--- src/rtl/alu_ctrl_pkg.sv ---
// Shared constants and types for the ALU control unit: ALU codes, ALUOp and
// func encodings, mul/div operation encoding and sequencer states.
package alu_ctrl_pkg;

  localparam int unsigned ALU_W = 4;

  localparam logic [3:0] ALU_AND     = 4'b0000;
  localparam logic [3:0] ALU_OR      = 4'b0001;
  localparam logic [3:0] ALU_ADD     = 4'b0010;
  localparam logic [3:0] ALU_XOR     = 4'b0011;
  localparam logic [3:0] ALU_SUB     = 4'b0110;
  localparam logic [3:0] ALU_SLT     = 4'b0111;
  localparam logic [3:0] ALU_SLL     = 4'b1000;
  localparam logic [3:0] ALU_SRL     = 4'b1001;
  localparam logic [3:0] ALU_SRA     = 4'b1010;
  localparam logic [3:0] ALU_SLTU    = 4'b1011;
  localparam logic [3:0] ALU_NOR     = 4'b1100;
  localparam logic [3:0] ALU_LUI     = 4'b1101;
  localparam logic [3:0] ALU_INVALID = 4'b1111;

  localparam logic [2:0] AOP_ADD  = 3'b000;
  localparam logic [2:0] AOP_SUB  = 3'b001;
  localparam logic [2:0] AOP_FUNC = 3'b010;
  localparam logic [2:0] AOP_AND  = 3'b011;
  localparam logic [2:0] AOP_OR   = 3'b100;
  localparam logic [2:0] AOP_SLT  = 3'b101;
  localparam logic [2:0] AOP_LUI  = 3'b110;
  localparam logic [2:0] AOP_XOR  = 3'b111;

  localparam logic [5:0] F_SLL   = 6'b000000;
  localparam logic [5:0] F_SRL   = 6'b000010;
  localparam logic [5:0] F_SRA   = 6'b000011;
  localparam logic [5:0] F_MFHI  = 6'b010000;
  localparam logic [5:0] F_MFLO  = 6'b010010;
  localparam logic [5:0] F_MULT  = 6'b011000;
  localparam logic [5:0] F_MULTU = 6'b011001;
  localparam logic [5:0] F_DIV   = 6'b011010;
  localparam logic [5:0] F_DIVU  = 6'b011011;
  localparam logic [5:0] F_ADD   = 6'b100000;
  localparam logic [5:0] F_ADDU  = 6'b100001;
  localparam logic [5:0] F_SUB   = 6'b100010;
  localparam logic [5:0] F_SUBU  = 6'b100011;
  localparam logic [5:0] F_AND   = 6'b100100;
  localparam logic [5:0] F_OR    = 6'b100101;
  localparam logic [5:0] F_XOR   = 6'b100110;
  localparam logic [5:0] F_NOR   = 6'b100111;
  localparam logic [5:0] F_SLT   = 6'b101010;
  localparam logic [5:0] F_SLTU  = 6'b101011;

  localparam logic [1:0] MF_ALU = 2'b00;
  localparam logic [1:0] MF_HI  = 2'b01;
  localparam logic [1:0] MF_LO  = 2'b10;

  typedef enum logic [1:0] {
    MD_MULT  = 2'b00,
    MD_MULTU = 2'b01,
    MD_DIV   = 2'b10,
    MD_DIVU  = 2'b11
  } md_op_e;

  typedef enum logic [1:0] {
    ST_IDLE = 2'b00,
    ST_BUSY = 2'b01,
    ST_DONE = 2'b10
  } state_e;

  function automatic logic is_div(input md_op_e op);
    return (op == MD_DIV) || (op == MD_DIVU);
  endfunction

endpackage

--- src/rtl/alu_func_decode.sv ---
// Pure combinational ALUOp/func decode into ALU code, illegal flag,
// result-mux select and mul/div classification.
module alu_func_decode
  import alu_ctrl_pkg::*;
(
  input  logic [2:0]       i_alu_op,
  input  logic [5:0]       i_func,
  output logic [ALU_W-1:0] o_alu_ctrl,
  output logic             o_illegal,
  output logic [1:0]       o_mf_sel,
  output logic             o_is_md,
  output md_op_e           o_md_op
);

  always_comb begin
    o_alu_ctrl = ALU_ADD;
    o_illegal  = 1'b0;
    o_mf_sel   = MF_ALU;
    o_is_md    = 1'b0;
    o_md_op    = MD_MULT;
    case (i_alu_op)
      AOP_ADD: o_alu_ctrl = ALU_ADD;
      AOP_SUB: o_alu_ctrl = ALU_SUB;
      AOP_AND: o_alu_ctrl = ALU_AND;
      AOP_OR:  o_alu_ctrl = ALU_OR;
      AOP_SLT: o_alu_ctrl = ALU_SLT;
      AOP_LUI: o_alu_ctrl = ALU_LUI;
      AOP_XOR: o_alu_ctrl = ALU_XOR;
      AOP_FUNC: begin
        case (i_func)
          F_ADD, F_ADDU: o_alu_ctrl = ALU_ADD;
          F_SUB, F_SUBU: o_alu_ctrl = ALU_SUB;
          F_AND:         o_alu_ctrl = ALU_AND;
          F_OR:          o_alu_ctrl = ALU_OR;
          F_XOR:         o_alu_ctrl = ALU_XOR;
          F_NOR:         o_alu_ctrl = ALU_NOR;
          F_SLT:         o_alu_ctrl = ALU_SLT;
          F_SLTU:        o_alu_ctrl = ALU_SLTU;
          F_SLL:         o_alu_ctrl = ALU_SLL;
          F_SRL:         o_alu_ctrl = ALU_SRL;
          F_SRA:         o_alu_ctrl = ALU_SRA;
          F_MFHI:        o_mf_sel   = MF_HI;
          F_MFLO:        o_mf_sel   = MF_LO;
          // Mul/div keep ALU=ADD; the sequencer owns the multi-cycle work
          F_MULT: begin
            o_is_md = 1'b1;
            o_md_op = MD_MULT;
          end
          F_MULTU: begin
            o_is_md = 1'b1;
            o_md_op = MD_MULTU;
          end
          F_DIV: begin
            o_is_md = 1'b1;
            o_md_op = MD_DIV;
          end
          F_DIVU: begin
            o_is_md = 1'b1;
            o_md_op = MD_DIVU;
          end
          default: begin
            o_alu_ctrl = ALU_INVALID;
            o_illegal  = 1'b1;
          end
        endcase
      end
      default: o_alu_ctrl = ALU_ADD;
    endcase
  end

endmodule

--- src/rtl/alu_control_seq.sv ---
// ALU control unit: zero-latency decode plus a MULT/DIV sequencer that stalls
// the datapath, launches the mul/div unit and pulses the HI/LO write.
module alu_control_seq
  import alu_ctrl_pkg::*;
#(
  parameter int unsigned OP_W    = 4,
  parameter int unsigned MUL_LAT = 4,
  parameter int unsigned DIV_LAT = 32
) (
  input  logic            clk,
  input  logic            rst,
  input  logic            valid_i,
  input  logic [2:0]      alu_op_i,
  input  logic [5:0]      func_i,
  output logic [OP_W-1:0] alu_ctrl_o,
  output logic            illegal_o,
  output logic            stall_o,
  output logic            md_start_o,
  output logic [1:0]      md_op_o,
  output logic            hilo_we_o,
  output logic [1:0]      mf_sel_o
);

  localparam int unsigned MAX_LAT = (MUL_LAT > DIV_LAT) ? MUL_LAT : DIV_LAT;
  localparam int unsigned CNT_W   = $clog2(MAX_LAT + 1);

  logic [ALU_W-1:0] w_alu_ctrl;
  logic             w_illegal;
  logic             w_is_md;
  md_op_e           w_md_op;
  logic             w_accept;

  state_e           r_state;
  logic [CNT_W-1:0] r_cnt;
  logic             r_md_start;
  md_op_e           r_md_op;
  logic             r_hilo_we;

  alu_func_decode u_decode (
    .i_alu_op   (alu_op_i),
    .i_func     (func_i),
    .o_alu_ctrl (w_alu_ctrl),
    .o_illegal  (w_illegal),
    .o_mf_sel   (mf_sel_o),
    .o_is_md    (w_is_md),
    .o_md_op    (w_md_op)
  );

  assign alu_ctrl_o = OP_W'(w_alu_ctrl);
  assign illegal_o  = valid_i & w_illegal;

  // Only IDLE accepts; a held instruction seen in BUSY/DONE is never relaunched
  assign w_accept = (r_state == ST_IDLE) & valid_i & w_is_md;
  assign stall_o  = ~rst & (w_accept | (r_state == ST_BUSY));

  assign md_start_o = r_md_start;
  assign md_op_o    = r_md_op;
  assign hilo_we_o  = r_hilo_we;

  always_ff @(posedge clk) begin
    if (rst) begin
      r_state    <= ST_IDLE;
      r_cnt      <= '0;
      r_md_start <= 1'b0;
      r_md_op    <= MD_MULT;
      r_hilo_we  <= 1'b0;
    end else begin
      r_md_start <= 1'b0;
      r_hilo_we  <= 1'b0;
      case (r_state)
        ST_IDLE: begin
          if (w_accept) begin
            r_state    <= ST_BUSY;
            r_cnt      <= is_div(w_md_op) ? CNT_W'(DIV_LAT - 1) : CNT_W'(MUL_LAT - 1);
            r_md_op    <= w_md_op;
            r_md_start <= 1'b1;
          end
        end
        ST_BUSY: begin
          if (r_cnt == '0) begin
            r_state   <= ST_DONE;
            r_hilo_we <= 1'b1;
          end else begin
            r_cnt <= r_cnt - CNT_W'(1);
          end
        end
        ST_DONE: r_state <= ST_IDLE;
        default: r_state <= ST_IDLE;
      endcase
    end
  end

endmodule

--- config.mk ---
export PLATFORM = sky130hd
export DESIGN_NAME = alu_control_seq
export DESIGN_NICKNAME = d
export VERILOG_FILES = /design/src/rtl/alu_ctrl_pkg.sv /design/src/rtl/alu_func_decode.sv /design/src/rtl/alu_control_seq.sv
export SDC_FILE = /design/constraint.sdc
export NUM_CORES = 1
export LEC_CHECK = 0
export CAP_MARGIN = 20
export CORE_ASPECT_RATIO = 0.8
export CORE_MARGIN = 5
export CORE_UTILIZATION = 42
export DETAILED_ROUTE_END_ITERATION = 6
export GPL_ROUTABILITY_DRIVEN = 1
export PLACE_DENSITY_LB_ADDON = 0.05
export SYNTH_ARGS = -nofsm -noshare
export SYNTH_HDL_FRONTEND = slang
export SYNTH_SLANG_ARGS = --single-unit
--- constraint.sdc ---
create_clock -name clk -period 1.8 [get_ports clk]
set_input_delay 0.36 -clock clk [delete_from_list [all_inputs] [get_ports clk]]
set_output_delay 0.36 -clock clk [all_outputs]
set_load 0.05 [all_outputs]
# Word level (Yosys, flattened, before mapping)
# Cells that the tools add are included.
[totals]
regBits = 12
inputBits = 12
out_inout_bits = 12
elab_cells = 79
[classes]
add_sub_neg = 1
n_eq_ne = 31
mux = 19
bitwise = 8
reduce_logical = 15
[op_table]
columns = ["cell", "n"]
rows = [
  ["$eq A6 B6 Y1 const B", 10],
  ["$pmux W4 S11", 1],
  ["$eq A6 B5 Y1 const B", 6],
  ["$pmux W4 S8", 1],
  ["$reduce_or A19 Y1", 1],
  ["$eq A3 B3 Y1 const B", 4],
  ["$eq A6 B2 Y1 const B", 2],
  ["$logic_not A6 Y1", 2],
  ["$mux W6", 2],
  ["$pmux W6 S2", 1],
  ["$mux W2", 4],
  ["$pmux W2 S2", 2],
  ["$reduce_or A8 Y1", 1],
  ["$eq A3 B2 Y1 const B", 2],
  ["$mux W1", 6],
  ["$pmux W2 S3", 1],
  ["$reduce_or A2 Y1", 3],
  ["$sub A6 B1 Y6 const B", 1],
  ["$mux W5", 1],
  ["$and A1 B1 Y1", 4],
  ["$eq A2 B2 Y1 const B", 2],
  ["$ne A2 B2 Y1 const B", 2],
  ["$reduce_and A2 Y1", 2],
  ["$reduce_or A4 Y1", 1],
  ["10 further kinds", 12],
]

# Longest topological paths before layout
# Gate-level depths: netlist (run 1).
[logic_depth]
ltp_word = 8
mapped_depth = 6
depth_no_buf = 6

# Modules after synthesis
# Synthesis (run 1) repeated with hierarchy kept, for this count alone.
[hier_totals]
hier_cells = 118
hier_area_um2 = 925.9
[modules_own_cells]
columns = ["mod", "instances", "cells_per_inst", "area_per_inst_um2", "seq_area_each_um2"]
rows = [
  ["alu_control_seq", 1, 66, 589.3, 240.2],
  ["alu_func_decode", 1, 52, 336.6, 0.0],
]

# Worst setup path before layout (run 1)
# Ideal clock, no wire load.
[synth_timing]
kind = "input to output"
startpoint = "in func_i[5]"
endpoint = "out illegal_o"
arrival_ns = 3.374
t_required_ns = 1.440
path_slack_ns = -1.934
stages = 5
path_buffers = 1
path_cell_list = "clkbuf_1 -> nor2b_1 -> o22a_1 -> o21ai_0 -> a2111oi_0"
[synth_via]
elab_chain_cells = 5
word_cells_on_any_way = 23
cone_classes = "eq/ne: 18; mux: 2; bitwise: 1; reduce/logical: 2"
[synth_rtl]
columns = ["item", "line_no", "rtl"]
rows = [
  ["start: declaration", "alu_control_seq.sv:14", "input logic [5:0] func_i,"],
  ["$eq A6 B6 Y1 (tied with other cells)", "alu_func_decode.sv:30", "case (i_func)"],
  ["$reduce_or A19 Y1 (no line) (*)", "n/a", ""],
  ["$mux W1 (*)", "alu_func_decode.sv:30", ""],
  ["$mux W1 (*)", "alu_func_decode.sv:21", "case (i_alu_op)"],
  ["$and A1 B1 Y1 (*)", "alu_control_seq.sv:50", "assign illegal_o = valid_i & w_illegal;"],
  ["end: declaration", "alu_control_seq.sv:16", "output logic illegal_o,"],
]
# Every way passes the cells marked *; elsewhere a longest branch is shown, timed or not.

# Worst setup path in the final report (run 1)
[layout_timing]
startpoint = "reg r_state[0]"
endpoint = "out stall_o"
[layout_via]
elab_chain_cells = 5
word_cells_on_any_way = 6
cone_classes = "eq/ne: 1; bitwise: 4; reduce/logical: 1"
[layout_rtl]
columns = ["item", "line_no", "rtl"]
rows = [
  ["start: declaration", "alu_control_seq.sv:33", "state_e r_state;"],
  ["start signal: assignment", "alu_control_seq.sv:62", "r_state <= ST_IDLE;"],
  ["start signal: assignment", "alu_control_seq.sv:73", "r_state <= ST_BUSY;"],
  ["start signal: assignment", "alu_control_seq.sv:81", "r_state <= ST_DONE;"],
  ["$logic_not A2 Y1", "alu_control_seq.sv:53", "assign w_accept = (r_state == ST_IDLE) & valid_i & w_is_md;"],
  ["$and A1 B1 Y1 (2 in a row)", "alu_control_seq.sv:53", ""],
  ["$or A1 B1 Y1 (*)", "alu_control_seq.sv:54", "assign stall_o = ~rst & (w_accept | (r_state == ST_BUSY));"],
  ["$and A1 B1 Y1 (*)", "alu_control_seq.sv:54", ""],
  ["end: declaration", "alu_control_seq.sv:17", "output logic stall_o,"],
]
# Marked as above.

==> run_results.csv, run 1 <==
group,metric,value,unit
sta,fin_crit,2110,ps
worst_setup_path,endpoint_kind,"output port",
floorplanning,num_io_pins,24,
sta,tns,-1080,ps
yosys,yosysTopAreaCell,"dfxtp_1",
routing,drc_errors,0,
floorplanning,design.core.area,1910,um2
yosys,synth_edf_count,0,
routing,avgRoutedWirePerCell,18.7,um
layout,n_antenna_cell,0,
worst_setup_path,cp_cell_sequence,"or4bb_4 > nor4_4 > inv_2 > a21oi_4 > buf_12",
routing,drtAntennaViolNets,0,
floorplanning,num_rows,14,
sta,rsz0062_at_grt,"yes",
floorplanning,die-area,3040,um2
global_route,grt_antenna_before_repair,0,
power_and_ir_drop,vdd_drop_max,577,uV
yosys,synth_top_area_share,28.1,%
cts,cts_max_path_buffers,2,
yosys,synth_cell_types,42,
yosys,ys_seq_area_share,28.1,%
worst_setup_path,r2r_slack,50,ps
global_route,grt_pass1_vias,1117,
cts,cts-root-buf,"clkbuf_4",
cts,postCtsHoldBufs,0,
worst_setup_path,worstSetupPathType,"reg -> out",
cts,htree_levels,1,
cts,cts_tree,"yes",
routing,vias,1149,
yosys,synth_area_leaders,"dfxtp_1 28%, nor3_1 4.7%, inv_1 4.4%",
layout,area_growth_syn_to_layout,95.5,%
yosys,syn_nets,125,
place,gp_congestion,0.911,
yosys,syn_inst,111,
routing,drtIter0Drc,86,
global_route,grt_max_degree,11,
yosys,ys_warn_count,0,
status,violations,"setup timing",
global_route,track_usage,22.8,%
job,maxCapViolations,0,
worst_setup_path,r2r-start,"r_state[0]",
sta,drv_slew,0,
power_and_ir_drop,p_leak,0.677,nW
sta,finClkSkew,5.54,ps
worst_setup_path,crit_family,"simple AND/OR/NAND/NOR gates",
worst_setup_path,cp.depth,5,
hold_path,min_from,"r_cnt[5]",
cts,clkSinkCount,12,
sta,fmaxAchievable,474,MHz
floorplanning,die_height,50.3,um
place,place_area,1430,um2
worst_setup_path,cp-endpoint,"stall_o",
power_and_ir_drop,p_per_area,425,nW/um2
layout,final_nets,183,
cts,clock_latency,270,ps
layout,fillCellCount,101,
yosys,synth_seq_cells,12,
yosys,synth_ff_type,"dfxtp_1",
worst_setup_path,start_kind,"register",
worst_setup_path,r2r_cells,6,
worst_setup_path,critPathMaxStageDelay,540,ps
worst_setup_path,critPathLaunch,"r_state[0]",
worst_setup_path,r2r_end,"r_cnt[3]",
sta,layout_setup_ws,-308,ps
layout,fin_area,1670,um2
place,port_buffers,23,
floorplanning,start_util,44.8,%
yosys,syn_area_per_cell,7.70,um2
yosys,synth_async_sr_flop_share,0,%
floorplanning,die_x,60.4,um
sta,period_share,117,%
worst_setup_path,crit_arrival,1750,ps
routing,totalWireLength,3.57,mm
sta,relSlewSlack,54.7,%
hold_path,hp-class,"reg -> reg",
layout,final_util,87.5,%
place,hpwlAfterDp,2.05,mm
worst_setup_path,crit_buf_inv,2,
sta,setup_viol,7,
worst_setup_path,critPathMaxFanout,2,
layout,drive_gt1_share,53.3,%
status,status,"finished, violations left",
layout,multiInputGateArea,738,um2
routing,via_per_inst,6.02,
worst_setup_path,slowest_stage,"or4bb_4",
yosys,synth_area,855,um2
global_route,grt-ovfl-total,0,
routing,drt_first_pass_iters,5,
sta,hold_viol,0,
worst_setup_path,worst_ep_required_time,1440,ps
global_route,grt_pass1_wl,5.21,mm
sta,worstMarginPinSlew,670,ps
cts,cts_made_buffers,3,
layout,regArea,243,um2
cts,path_clk_slew,70,ps
-- worst min path at each step --
stage	cells past startpoint	to
floorplan	2	r_cnt[5]
global placement	2	r_cnt[5]
detailed placement	2	r_cnt[4]
CTS	2	r_cnt[4]
global route	2	r_cnt[5]
finish	2	r_cnt[5]
-- cell usage in the layout (no fill, tap or decap), types with 2 or more instances in the layout --
cell / instances
buf_4: 32
buf_6: 11
dfxtp_1: 10
nor2_1: 9
inv_1: 8
buf_12: 8
nor3_1: 7
nand2_1: 5
a31oi_1: 5
nand2b_4: 3
a21oi_4: 3
nor4_4: 3
o22ai_1: 3
clkbuf_4: 3
dlygate4sd2_1: 3
nand2b_1: 2
nor2b_4: 2
a211o_1: 2
o21bai_2: 2
nor2b_1: 2
a21oi_1: 2
mux2i_1: 2
a211oi_1: 2
ha_1: 2
dfxtp_2: 2
-- flip-flops by register name, indices dropped and copies added (netlist names) --
signal	cells
md_op_o	2
r_cnt	6
hilo_we_o	1
md_start_o	1
r_state	2
-- metrics by stage --
| step | cells | total power [mW] | hold WS [ps] | setup slack, ps |
|---|---|---|---|---|
| 2_1_floorplan | 111 | 0.384 | 430 | -419 |
| 3_3_place_gp | 177 | 0.490 | 441 | -614 |
| 3_5_place_dp | 177 | 0.492 | 481 | -642 |
| 4_1_cts | 188 | 0.683 | 491 | -442 |
| 5_1_grt | 191 | 0.743 | 514 | -390 |
| 6_report | 191 | 0.710 | 492 | -308 |
-- worst min-delay path, cell delays in order (launching register included) --
cell and delay (ps):
dfxtp_1 330, nand2_1 60, a21oi_1 60
-- layer usage --
layer / vias up / share of wire (%) / global-route usage [%]
li1: 524 / - / -
met1: 545 / 41 / 30.2
met2: 74 / 48 / 36.2
met3: 6 / 10 / 6.92
met4: 0 / 1.2 / 5.42
met5: - / 0 / 0
-- power by group --
part           switching [mW]  internal (mW)  total, mW  leakage (nW)
registers            0.000379          0.266      0.266        0.0976
logic                   0.142          0.139      0.281         0.566
clock network          0.0857         0.0775      0.163        0.0138
-- kinds of logic after synthesis --
family	count (synthesis)	synth area share (%)
mux	2	2.34
fa+ha+maj	2	2.93
buf+inv	16	8.05
simple gates	44	29.6
flops	12	28.1
compound gates	33	26.9
xor+xnor	2	2.05
-- final cells by class --
| class | instances | share of cell area, % |
|---|---|---|
| clock buffer | 3 | 1.35 |
| inverter | 10 | 2.47 |
| multi-input combinational | 83 | 44.2 |
| sequential | 12 | 14.5 |
| tap | 24 | 1.80 |
| timing repair buffer | 59 | 35.7 |
-- synth_stat cells (all sizes together), types with 2 or more instances --
cell / count
a211o: 2
a211oi: 2
a21oi: 6
a31oi: 5
buf: 4
clkbuf: 2
dfxtp: 12
ha: 2
inv: 10
mux2i: 2
nand2: 5
nand2b: 5
nor2: 10
nor2b: 4
nor3: 8
nor4: 3
o21ai: 2
o21bai: 4
o22ai: 3
o31ai: 2
-- timing repair --
item,CTS,global route
endpoints found under the setup margin,16,15
setup buffers,9,3
resized for setup,57,13
pin swaps,15,15
Power figures use the tool's default switching activity.
==> run 2: changes to the inputs <==
CORE_UTILIZATION = 25   (was 42)
==> run 2 against run 1 <==
Net effect: the flow still finishes with violations (setup timing); count of clock-buffer cells in the layout grew 1; worst setup slack gained 77 ps; highest routed layer is now met3; largest power group is now clock; hold slack lost 33 ps; global-route usage shrank 10 points; sequential share of layout area shrank 0.43 points; wire length shrank 22%.
==> run_results.csv, run 2 (synthesis results as in run 1) <==
group,metric,value,unit
worst_setup_path,cp_cell_sequence,"clkdlybuf4s15_1 > or4bb_4 > nor4_4 > inv_2 > a21oi_4 > buf_12",
layout,layout_commonest_cell,"buf_4",
worst_setup_path,crit_buf_inv,3,
layout,regMostFlops,"r_cnt",
worst_setup_path,critPathMaxStageDelay,550,ps
sta,tns,-833,ps
floorplanning,design.core.area,3350,um2
worst_setup_path,critPathMaxFanout,2,
layout,final_nets,185,
layout,regArea,243,um2
worst_setup_path,crit_family,"simple AND/OR/NAND/NOR gates",
floorplanning,die_height,62.3,um
sta,worstMarginPinSlew,539,ps
job,maxCapViolations,0,
power_and_ir_drop,switching_share,28.6,%
layout,multiInputGateArea,722,um2
routing,drtAntennaViolNets,0,
status,status,"finished, violations left",
routing,via_per_inst,4.81,
worst_setup_path,worstSetupPathType,"in -> out",
global_route,grt_pass1_vias,1060,
layout,mostFrequentLayoutCells,"32 x buf_4, 12 x buf_6, 10 x dfxtp_1",
worst_setup_path,slowest_stage,"or4bb_4",
global_route,grt-ovfl-total,0,
cts,clkSinkCount,12,
cts,cts_tree,"yes",
sta,drv_slew,0,
power_and_ir_drop,p_leak,0.687,nW
cts,path_clk_slew,60,ps
power_and_ir_drop,vdd_drop_max,481,uV
sta,whs,459,ps
place,dp.cells,199,
layout,n_antenna_cell,0,
routing,avgRoutedWirePerCell,13.1,um
cts,cts-root-buf,"clkbuf_8",
power_and_ir_drop,power.switching,239,uW
cts,clock_latency,240,ps
layout,drive_gt1_share,53.5,%
worst_setup_path,start_kind,"input pin",
cts,cts_max_path_buffers,2,
routing,totalWireLength,2.79,mm
floorplanning,die_x,75.4,um
global_route,track_usage,12.4,%
power_and_ir_drop,p_per_area,486,nW/um2
global_route,grt_max_degree,10,
place,hpwlAfterDp,2.13,mm
hold_path,hp-class,"reg -> reg",
sta,relSlewSlack,63.5,%
routing,drtIter0Drc,46,
sta,layout_setup_ws,-231,ps
worst_setup_path,worst_ep_required_time,1440,ps
place,gp_congestion,0.803,
floorplanning,num_io_pins,24,
global_route,grt_pass1_wl,4.69,mm
worst_setup_path,crit_arrival,1670,ps
routing,vias,1019,
power_and_ir_drop,intPower,597,uW
power_and_ir_drop,p_seq_share,31.9,%
floorplanning,num_rows,19,
sta,finClkSkew,2.43,ps
sta,fmaxAchievable,492,MHz
cts,cts_made_buffers,3,
floorplanning,die-area,4690,um2
worst_setup_path,endpoint_kind,"output port",
routing,drt_first_pass_iters,4,
sta,setup_viol,7,
place,port_buffers,23,
cts,htree_levels,1,
layout,layoutNonFillerInstCount,212,
status,violations,"setup timing",
layout,area_growth_syn_to_layout,101,%
power_and_ir_drop,clkPwrFrac,36.2,%
floorplanning,start_util,25.5,%
sta,fin_crit,2030,ps
layout,largest_reg_flops,6,
cts,postCtsHoldBufs,0,
sta,rsz0062_at_grt,"yes",
layout,fillCellCount,315,
routing,drc_errors,0,
power_and_ir_drop,comb_power_share,31.9,%
sta,period_share,113,%
global_route,grt_antenna_before_repair,0,
sta,hold_viol,0,
-- run 2: cell type report --
type                       instances  share of cell area [%]
clock buffer                       4                    3.20
inverter                          10                    2.18
multi-input combinational         83                    41.9
sequential                        12                    14.1
tap                               42                    3.05
timing repair buffer              61                    35.5
-- run 2: power by group through the flow --
stage	logic, mW	registers, mW	clock network [mW]
CTS	0.263	0.266	0.312
detailed placement	0.225	0.272	0
global placement	0.225	0.272	0
finish	0.267	0.266	0.303
global route	0.283	0.266	0.328
floorplan	0.111	0.273	0
-- run 2: layer usage --
layer  GRT usage [%]  vias to the layer above  part of all wire (%)
met5               0                        -                     0
met4            1.53                        0                     0
met3            4.84                        0                   6.1
met2            17.7                       24                    44
met1            18.1                      466                    50
li1                -                      529                     -
-- run 2: through the flow --
stage	util, %	worst slack, ps	area, um2	total power, mW
detailed placement	44.2	-685	1480	0.497
global route	51.4	-291	1720	0.877
finish	51.4	-231	1720	0.836
global placement	44.2	-652	1480	0.497
floorplan	-	-419	957	0.384
CTS	50.8	-379	1700	0.841
-- run 2: final timing paths --
path / from / end / slack [ps] / depth (start not counted)
hold reg to reg: r_cnt[5] / r_cnt[5] / 460 / 2
hold / removal: r_cnt[5] / r_cnt[5] / 460 / 2
setup reg to reg: r_state[1] / r_cnt[4] / 190 / 5
setup / recovery: valid_i / stall_o / -230 / 6
-- run 2: worst min-delay path, stage by stage, from the launching register on --
cell     delay (ps)
dfxtp_1         310
nand2_1          50
a21oi_1          50
-- run 2: what timing repair did --
action	4_1_cts	5_1_grt
gates cloned	0	0
endpoints found under the setup margin	18	13
gates resized for setup	59	9
setup buffers	9	0
pin swaps	17	13
==> run 3: changes to the inputs <==
RECOVER_POWER = 25   (was default)
==> run 3 against run 2 <==
Net effect: the flow still finishes with violations (setup timing); die area stayed put; cell count unchanged; sequential share of layout area up 0.12 points; critical path type unchanged; critical endpoint unchanged; highest routed layer unchanged.
==> run_results.csv, run 3 (synthesis results as in run 1) <==
group,metric,value,unit
cts,path_clk_slew,60,ps
layout,fillCellCount,320,
job,maxCapViolations,0,
place,port_buffers,23,
routing,drtIter0Drc,44,
layout,layout_commonest_cell,"buf_4",
floorplanning,design.core.area,3350,um2
routing,totalWireLength,2.77,mm
layout,multiInputGateArea,722,um2
global_route,grt_pass1_vias,1060,
worst_setup_path,crit_buf_inv,3,
cts,cts-root-buf,"clkbuf_8",
place,hpwlAfterDp,2.13,mm
hold_path,hp-class,"reg -> reg",
worst_setup_path,worst_ep_required_time,1440,ps
cts,cts_tree,"yes",
layout,final_nets,185,
routing,avgRoutedWirePerCell,13.1,um
floorplanning,start_util,25.5,%
sta,rsz0062_at_grt,"yes",
floorplanning,die-area,4690,um2
worst_setup_path,critPathMaxStageDelay,550,ps
routing,via_per_inst,4.81,
layout,layoutNonFillerInstCount,212,
worst_setup_path,crit_family,"simple AND/OR/NAND/NOR gates",
sta,hold_viol,0,
global_route,grt_max_degree,10,
status,status,"finished, violations left",
floorplanning,die_height,62.3,um
layout,regMostFlops,"r_cnt",
routing,vias,1019,
global_route,grt_antenna_before_repair,0,
power_and_ir_drop,p_leak,0.670,nW
place,dp.cells,199,
worst_setup_path,start_kind,"input pin",
worst_setup_path,worstSetupPathType,"in -> out",
worst_setup_path,crit_arrival,1670,ps
layout,regArea,243,um2
cts,cts_made_buffers,3,
sta,finClkSkew,3.77,ps
floorplanning,num_io_pins,24,
status,violations,"setup timing",
routing,drt_first_pass_iters,4,
cts,htree_levels,1,
sta,relSlewSlack,59.9,%
sta,drv_slew,0,
sta,fin_crit,2030,ps
layout,n_antenna_cell,0,
floorplanning,num_rows,19,
worst_setup_path,slowest_stage,"or4bb_4",
global_route,track_usage,12.4,%
cts,clkSinkCount,12,
sta,layout_setup_ws,-231,ps
sta,period_share,113,%
layout,area_growth_syn_to_layout,99.7,%
global_route,grt_pass1_wl,4.69,mm
place,dp_slack,-685,ps
cts,clock_latency,240,ps
layout,largest_reg_flops,6,
layout,drive_gt1_share,51.2,%
global_route,grt-ovfl-total,0,
power_and_ir_drop,vdd_drop_max,475,uV
sta,setup_viol,7,
sta,worstMarginPinSlew,604,ps
worst_setup_path,critPathMaxFanout,2,
power_and_ir_drop,p_per_area,489,nW/um2
cts,cts_max_path_buffers,2,
routing,drtAntennaViolNets,0,
floorplanning,die_x,75.4,um
sta,fmaxAchievable,492,MHz
worst_setup_path,endpoint_kind,"output port",
cts,postCtsHoldBufs,0,
place,gp_congestion,0.803,
routing,drc_errors,0,
layout,mostFrequentLayoutCells,"28 x buf_4, 12 x buf_6, 10 x dfxtp_1",
worst_setup_path,cp_cell_sequence,"clkdlybuf4s15_1 > or4bb_4 > nor4_4 > inv_2 > a21oi_4 > buf_12",
## run 3: changes by cell type in the layout (fill, tap and decap cells not counted), sizes merged
| cell | previous run | this run |
|---|---|---|
| buf | 56 | 52 |
| clkbuf | 4 | 8 |
## run 3: stage by stage
stage / util (%) / hold slack (ps) / area [um2] / TNS, ps / power, mW
after global routing: 50.9 / 497 / 1710 / -1130 / 0.877
after CTS: 50.8 / 462 / 1700 / -1280 / 0.841
after global placement: 44.2 / 441 / 1480 / -8460 / 0.497
after floorplan: - / 430 / 957 / -1560 / 0.384
final: 50.9 / 459 / 1710 / -833 / 0.834
after detailed placement: 44.2 / 454 / 1480 / -8390 / 0.497
## run 3: area by class of cell
class,instances,share of cell area (%)
inverter,10,2.20
multi-input combinational,83,42.3
sequential,12,14.2
timing repair buffer,61,35.0
clock buffer,4,3.23
tap,42,3.08
## run 3: worst reg2reg max path, delay by kind of cell (launching register included)
kind | cells | cell delay, ps
simple gates | 3 | 880
buf+inv | 1 | 200
flops | 1 | 320
compound gates | 1 | 90
## run 3: worst paths after layout
check / startpoint / to / slack [ps] / depth (start not counted)
hold / removal: r_cnt[5] / r_cnt[5] / 460 / 2
setup / recovery: valid_i / stall_o / -230 / 6
hold reg to reg: r_cnt[5] / r_cnt[5] / 460 / 2
setup reg to reg: r_state[1] / r_cnt[4] / 190 / 5
## run 3: timing repair
item                                    CTS  global route
buffers inserted                          9             0
gates resized for setup                  59             9
pin swaps                                17            13
endpoints found under the setup margin   18            13
## run 3: per-layer routing
metal	up-vias	wire, um	global-route usage (%)
met3	0	169	4.84
met5	-	0	0
li1	529	-	-
met2	24	1230	17.7
met4	0	0	1.53
met1	466	1380	18.1
## run 3: where the power goes
| part | switching [mW] | leakage, nW | internal (mW) |
|---|---|---|---|
| clock | 0.107 | 0.0288 | 0.194 |
| combinational | 0.129 | 0.543 | 0.137 |
| sequential | 0.000346 | 0.0976 | 0.266 |
